$ cat src/rtl/atm_pkg.sv
// Shared constants for the ATM statement reader: FSM encodings,
// log entry layout and parameter defaults.
package atm_pkg;

   localparam int DEPTH_DEF    = 16;
   localparam int AMT_W_DEF    = 16;
   localparam int STMT_LEN_DEF = 5;

   localparam logic [1:0] S_IDLE  = 2'd0;
   localparam logic [1:0] S_SEND  = 2'd1;
   localparam logic [1:0] S_TRAIL = 2'd2;

   // Entry layout: {is_dep, amount, balance}, balance in the low bits
   function automatic int ent_w(input int aw);
      return 1 + 2 * aw;
   endfunction

endpackage

$ cat src/rtl/stmt_log_ram.sv
// Transaction log storage: DEPTH x W register file,
// one synchronous write port and one asynchronous read port.
module stmt_log_ram #(
   parameter int DEPTH = 16,
   parameter int W     = 33
) (
   input  logic                     clk,
   input  logic                     we_i,
   input  logic [$clog2(DEPTH)-1:0] waddr_i,
   input  logic [W-1:0]             wdata_i,
   input  logic [$clog2(DEPTH)-1:0] raddr_i,
   output logic [W-1:0]             rdata_o
);

   logic [W-1:0] mem_q [DEPTH];

   always_ff @(posedge clk) begin
      if (we_i) mem_q[waddr_i] <= wdata_i;
   end

   assign rdata_o = mem_q[raddr_i];

endmodule

$ cat src/rtl/mini_stmt_reader.sv
// Mini statement reader: circular transaction log streamed newest first.
// Define STMT_CHECKSUM_EN to append an XOR checksum trailer beat.
module mini_stmt_reader
   import atm_pkg::*;
#(
   parameter int DEPTH    = DEPTH_DEF,
   parameter int AMT_W    = AMT_W_DEF,
   parameter int STMT_LEN = STMT_LEN_DEF
) (
   input  logic                       clk,
   input  logic                       reset_n,
   input  logic                       log_valid,
   input  logic                       log_is_dep,
   input  logic [AMT_W-1:0]           log_amount,
   input  logic [AMT_W-1:0]           log_balance,
   output logic                       log_overflow,
   output logic [$clog2(DEPTH+1)-1:0] entry_count,
   input  logic                       stmt_req,
   output logic                       stmt_busy,
   output logic                       out_valid,
   input  logic                       out_ready,
   output logic                       out_is_dep,
   output logic [AMT_W-1:0]           out_amount,
   output logic [AMT_W-1:0]           out_balance,
   output logic                       out_none,
   output logic                       out_trailer,
   output logic                       out_last
);

   localparam int PW = $clog2(DEPTH);
   localparam int CW = $clog2(DEPTH+1);
   localparam int EW = ent_w(AMT_W);
`ifdef STMT_CHECKSUM_EN
   localparam logic CS_EN = 1'b1;
`else
   localparam logic CS_EN = 1'b0;
`endif

   logic [1:0]       state_q, state_d;
   logic [PW-1:0]    wr_ptr_q, wr_ptr_d, rd_ptr_q, rd_ptr_d, raddr;
   logic [CW-1:0]    cnt_q, cnt_d, rem_q, rem_d;
   logic [CW-1:0]    wcnt_q, wcnt_d, lim_q, lim_d, n_snap;
   logic             vld_q, vld_d, dep_q, dep_d, none_q, none_d;
   logic             trl_q, trl_d, last_q, last_d, ovf_q, ovf_d;
   logic [AMT_W-1:0] amt_q, amt_d, bal_q, bal_d, xor_q, xor_d;
   logic [EW-1:0]    rdata;
   logic             accept, xfer, go_idle;

   stmt_log_ram #(.DEPTH(DEPTH), .W(EW)) u_ram (
      .clk     (clk),
      .we_i    (accept),
      .waddr_i (wr_ptr_q),
      .wdata_i ({log_is_dep, log_amount, log_balance}),
      .raddr_i (raddr),
      .rdata_o (rdata)
   );

   assign n_snap = (cnt_q > CW'(STMT_LEN)) ? CW'(STMT_LEN) : cnt_q;
   // Writes past lim would overwrite snapshot entries not yet read
   assign accept = log_valid && (state_q == S_IDLE || wcnt_q < lim_q);
   assign raddr  = (state_q == S_IDLE) ? wr_ptr_q - PW'(1) : rd_ptr_q;
   assign xfer   = vld_q && out_ready;

   always_comb begin
      state_d  = state_q;
      wr_ptr_d = wr_ptr_q;
      rd_ptr_d = rd_ptr_q;
      cnt_d    = cnt_q;
      rem_d    = rem_q;
      wcnt_d   = wcnt_q;
      lim_d    = lim_q;
      vld_d    = vld_q;
      dep_d    = dep_q;
      amt_d    = amt_q;
      bal_d    = bal_q;
      none_d   = none_q;
      trl_d    = trl_q;
      last_d   = last_q;
      xor_d    = xor_q;
      go_idle  = 1'b0;
      ovf_d    = log_valid && !accept;
      if (accept) begin
         wr_ptr_d = wr_ptr_q + PW'(1);
         if (cnt_q != CW'(DEPTH)) cnt_d = cnt_q + CW'(1);
         if (state_q != S_IDLE) wcnt_d = wcnt_q + CW'(1);
      end
      unique case (state_q)
         S_IDLE: begin
            if (stmt_req) begin
               state_d = S_SEND;
               vld_d   = 1'b1;
               trl_d   = 1'b0;
               xor_d   = '0;
               lim_d   = CW'(DEPTH) - n_snap;
               wcnt_d  = CW'(log_valid);
               if (n_snap == '0) begin
                  none_d = 1'b1;
                  dep_d  = 1'b0;
                  amt_d  = '0;
                  bal_d  = '0;
                  rem_d  = '0;
                  last_d = !CS_EN;
               end else begin
                  none_d   = 1'b0;
                  {dep_d, amt_d, bal_d} = rdata;
                  rd_ptr_d = wr_ptr_q - PW'(2);
                  rem_d    = n_snap - CW'(1);
                  last_d   = (n_snap == CW'(1)) && !CS_EN;
               end
            end
         end
         S_SEND: begin
            if (xfer) begin
               xor_d = xor_q ^ amt_q;
               if (rem_q == '0) begin
`ifdef STMT_CHECKSUM_EN
                  state_d = S_TRAIL;
                  trl_d   = 1'b1;
                  last_d  = 1'b1;
                  none_d  = 1'b0;
                  dep_d   = 1'b0;
                  bal_d   = '0;
                  amt_d   = xor_q ^ amt_q;
`else
                  go_idle = 1'b1;
`endif
               end else begin
                  {dep_d, amt_d, bal_d} = rdata;
                  none_d   = 1'b0;
                  rd_ptr_d = rd_ptr_q - PW'(1);
                  rem_d    = rem_q - CW'(1);
                  last_d   = (rem_q == CW'(1)) && !CS_EN;
               end
            end
         end
`ifdef STMT_CHECKSUM_EN
         S_TRAIL: begin
            if (xfer) go_idle = 1'b1;
         end
`endif
         default: state_d = S_IDLE;
      endcase
      if (go_idle) begin
         state_d = S_IDLE;
         vld_d   = 1'b0;
         dep_d   = 1'b0;
         amt_d   = '0;
         bal_d   = '0;
         none_d  = 1'b0;
         trl_d   = 1'b0;
         last_d  = 1'b0;
      end
   end

   always_ff @(posedge clk or negedge reset_n) begin
      if (!reset_n) begin
         state_q  <= S_IDLE;
         wr_ptr_q <= '0;
         rd_ptr_q <= '0;
         cnt_q    <= '0;
         rem_q    <= '0;
         wcnt_q   <= '0;
         lim_q    <= '0;
         vld_q    <= 1'b0;
         dep_q    <= 1'b0;
         amt_q    <= '0;
         bal_q    <= '0;
         none_q   <= 1'b0;
         trl_q    <= 1'b0;
         last_q   <= 1'b0;
         xor_q    <= '0;
         ovf_q    <= 1'b0;
      end else begin
         state_q  <= state_d;
         wr_ptr_q <= wr_ptr_d;
         rd_ptr_q <= rd_ptr_d;
         cnt_q    <= cnt_d;
         rem_q    <= rem_d;
         wcnt_q   <= wcnt_d;
         lim_q    <= lim_d;
         vld_q    <= vld_d;
         dep_q    <= dep_d;
         amt_q    <= amt_d;
         bal_q    <= bal_d;
         none_q   <= none_d;
         trl_q    <= trl_d;
         last_q   <= last_d;
         xor_q    <= xor_d;
         ovf_q    <= ovf_d;
      end
   end

   assign log_overflow = ovf_q;
   assign entry_count  = cnt_q;
   assign stmt_busy    = (state_q != S_IDLE);
   assign out_valid    = vld_q;
   assign out_is_dep   = dep_q;
   assign out_amount   = amt_q;
   assign out_balance  = bal_q;
   assign out_none     = none_q;
   assign out_trailer  = trl_q;
   assign out_last     = last_q;

endmodule

$ cat config.mk
export PLATFORM = sky130hd
export DESIGN_NAME = mini_stmt_reader
export DESIGN_NICKNAME = d
export VERILOG_FILES = /design/src/rtl/atm_pkg.sv /design/src/rtl/stmt_log_ram.sv /design/src/rtl/mini_stmt_reader.sv
export SDC_FILE = /design/constraint.sdc
export NUM_CORES = 1
export LEC_CHECK = 0
export BUFFER_PORTS_ARGS = -buffer_cell sky130_fd_sc_hd__buf_2
export CORE_MARGIN = 10
export CORE_UTILIZATION = 29
export CTS_BUF_LIST = sky130_fd_sc_hd__clkbuf_2
export CTS_CLUSTER_SIZE = 30
export DETAILED_ROUTE_END_ITERATION = 10
export GPL_ROUTABILITY_DRIVEN = 0
export PLACE_DENSITY = 0.51
export REMOVE_ABC_BUFFERS = 1
export SYNTH_ARGS = -nofsm -noshare
export SYNTH_HDL_FRONTEND = slang
export SYNTH_SLANG_ARGS = --single-unit
$ cat constraint.sdc
create_clock -name clk -period 3 [get_ports clk]
set_input_delay 0.3 -clock clk [delete_from_list [all_inputs] [get_ports clk]]
set_output_delay 0.3 -clock clk [all_outputs]
set_load 0.005 [all_outputs]
==> impl_metrics.yaml <==
drt:
  vias: 21500
  wl_um: 90200
  remaining_drc_errors: 0
  first_iter_violations: 1990
  vias_per_cell: 5.49
  ant_nets: 0
  post_drt_wl_per_cell_um: 23.1
  drtPass1Iterations: 6
synth:
  syn-cell-area_um2: 27900
  synth_cell_types: 61
  netlist.area_leader.share: 0.568
  ys.warnings.count: 0
  yosys-top-cells-count: "528 x edfxtp_1, 329 x a21oi_1, 286 x a211oi_1"
  yosys_register_bits: 594
  synth-edff-count: 528
  ys.flop_type: "edfxtp_1"
  synth.most_common_cell: "edfxtp_1"
  ys_seq_area_frac: 0.627
  synth_cells: 2339
  synth_area_leaders: "edfxtp_1 57%, a211oi_1 7.7%, dfrtp_1 5.9%"
  synth_top_area_cell: "edfxtp_1"
  async_reset_ff_frac: 0.111
  syn_area_per_cell_um2: 11.9
placement:
  post-place-ws_ns: 0.366
  dpl.hpwl_um: 47700
  io_buffers: 80
clocking:
  h-tree-depth: 4
  clk_latency_ns: 1.39
  cts_buffers: 155
  root_buffer: "clkbuf_2"
  cts_tree: "yes"
  clk_pin_slew_ns: 0.11
  cts.path.max_buffers: 3
  cts_sinks: 594
pwr:
  peakVddDrop_v: 0.00123
  powerDensity_nw_per_um2: 958
  p_leak_nw: 11.2
  p_total_mw: 31.2
outcome:
  outcome: "complete, no violations"
sta:
  timing.final.crit_share: 0.902
  finalCriticalPeriod_ns: 2.71
  worstMarginPinSlew_ns: 0.941
  whs_ns: 0.371
  slew_headroom: 0.372
  final_hold_viol_count: 0
  setup_ws_ns: 0.294
  final_max_slew_viol_count: 0
  rsz0062_at_grt: "no"
  max_freq_mhz: 370
  finalSetupViolations: 0
  tns_ns: 0
  clock_skew_ns: 0.100
critical_path:
  crit_chain: "inv_1 -> and4_1 -> ha_1 -> inv_1 -> o21ai_2 -> nand2b_4 -> o311ai_1"
  crit_path_top_delay_cell: "nand2b_4"
  crit_required_ns: 4.17
  cp_top_family: "simple AND/OR/NAND/NOR gates"
  path_common_cell: "inv_1"
  slowest_delay_ns: 0.64
  cp.arrival_ns: 3.87
  end_kind: "flop"
  cp_num_buf_inv: 2
  cp_max_fo: 33
  path_class: "flop to flop"
  cp-start-kind: "flop"
floorplan:
  die_height_um: 330
  boundaryPins: 82
  core_um2: 95300
  start_util: 0.293
  die_w_um: 330
  std_cell_rows: 113
  dieArea_um2: 109000
global_routing:
  grt_use_total: 0.162
  overflow: 0
  grt_start_max_net_pins: 173
  antenna_found_initial: 2
  grt_pass1_wl_um: 136000
  grt_pass1_vias: 21500
run:
  max_cap_viol_count: 0
cells_and_area:
  drive_above_1_share: 0.178
  nets: 2575
  fillers: 9494
  area_growth_pct: 16.4
worst_hold_path:
  min_path_type: "primary input to flop"
[stage by stage]
step,utilization,cell area [µm²],cells
4_1_cts,0.341,32500,3907
6_report,0.341,32500,3911
3_3_place_gp,0.318,30300,3547
3_5_place_dp,0.318,30300,3547
2_1_floorplan,-,26900,2108
5_1_grt,0.341,32500,3908
[what timing repair did]
item                                   in CTS  in global routing
setup buffers                               0                  0
gates resized for setup                     0                  0
hold buffers                               78                  0
setup endpoints to repair                   0                  0
endpoints found under the hold margin     779                  0
[flip-flops by register name, summed over array words and instances, names as in the netlist, 4 cells and up]
name and count:
entry_count 5, lim_q 5, out_amount 16, out_balance 16, rd_ptr_q 4, rem_q 5, u_ram.mem_q 528, wcnt_q 5
wr_ptr_q 4
[cells by family after synthesis]
kind of cell	after synthesis	synth area share
AO/OA/AOI/OAI	1093	0.253
XOR/XNOR	11	0.00345
adder cells (fa/ha/maj)	20	0.00896
buffers and inverters	250	0.0407
flip-flops	594	0.627
multiplexers	9	0.00381
other	2	0.000269
AND/OR/NAND/NOR	360	0.0634
[worst register-to-register path: stages (launching register included)]
cell      delay [ns]
dfrtp_1         0.48
inv_1           0.20
and4_1          0.24
ha_1            0.21
inv_1           0.13
o21ai_2         0.36
nand2b_4        0.64
o311ai_1        0.22
[where the power goes]
group          internal, mW  switching [mW]  total (mW)
clock                  2.30            3.46        5.76
combinational          4.79            9.53        14.3
sequential             10.4           0.717        11.1
[worst paths after layout]
kind                                 from              end  slack [ns]  depth (start not counted)
min                              stmt_req        out_valid        0.37                          5
min reg2reg                      lim_q[0]         lim_q[0]        0.50                          2
max in group asynchronous         reset_n  out_balance[11]        1.83                          6
max                        entry_count[2]    out_amount[8]        0.29                          7
max reg2reg                entry_count[2]    out_amount[8]        0.29                          7
min in group asynchronous         reset_n        wcnt_q[3]        0.49                          5
[cell usage in the layout (no fill, tap or decap), types with 3 or more instances in the layout]
cell and count:
o21ai_1 3, mux2i_1 5, o31ai_1 3, or3_1 3, clkinvlp_4 4, xor2_1 3, buf_12 51, and3_2 12
dlygate4sd3_1 77, inv_2 6, a21o_1 100, a311oi_1 32, inv_1 14, clkinv_1 30, a211oi_1 286, nor2_1 20
and4_2 4, buf_2 79, o311ai_1 30, nand2_1 157, dfrtp_4 4, a21oi_1 328, nor3_1 6, nand3_1 45
a31oi_1 132, buf_4 44, o211ai_1 37, diode_2 4, clkbuf_2 240, nand2b_1 100, edfxtp_1 528, xnor2_1 8
ha_1 19, dfrtp_1 62, o21ai_0 117
[routing by layer]
metal,wire length (µm),global-route usage,vias up,part of all wire
met5,0,0,-,0
met4,2140,0.0565,0,0.024
met3,6410,0.0345,167,0.071
met2,42900,0.262,846,0.48
met1,38800,0.212,10700,0.43
li1,-,-,9726,-
[cell type report]
cell class	instances	area [µm²]	area share
sequential	594	17500	0.539
multi-input combinational	1495	9350	0.288
timing repair buffer	252	2540	0.0783
tap	1265	1580	0.0487
clock buffer	240	1200	0.0369
clock inverter	42	233	0.00716
inverter	19	76.3	0.00235
antenna	4	10.0	0.000308
Power figures use the tool's default switching activity.
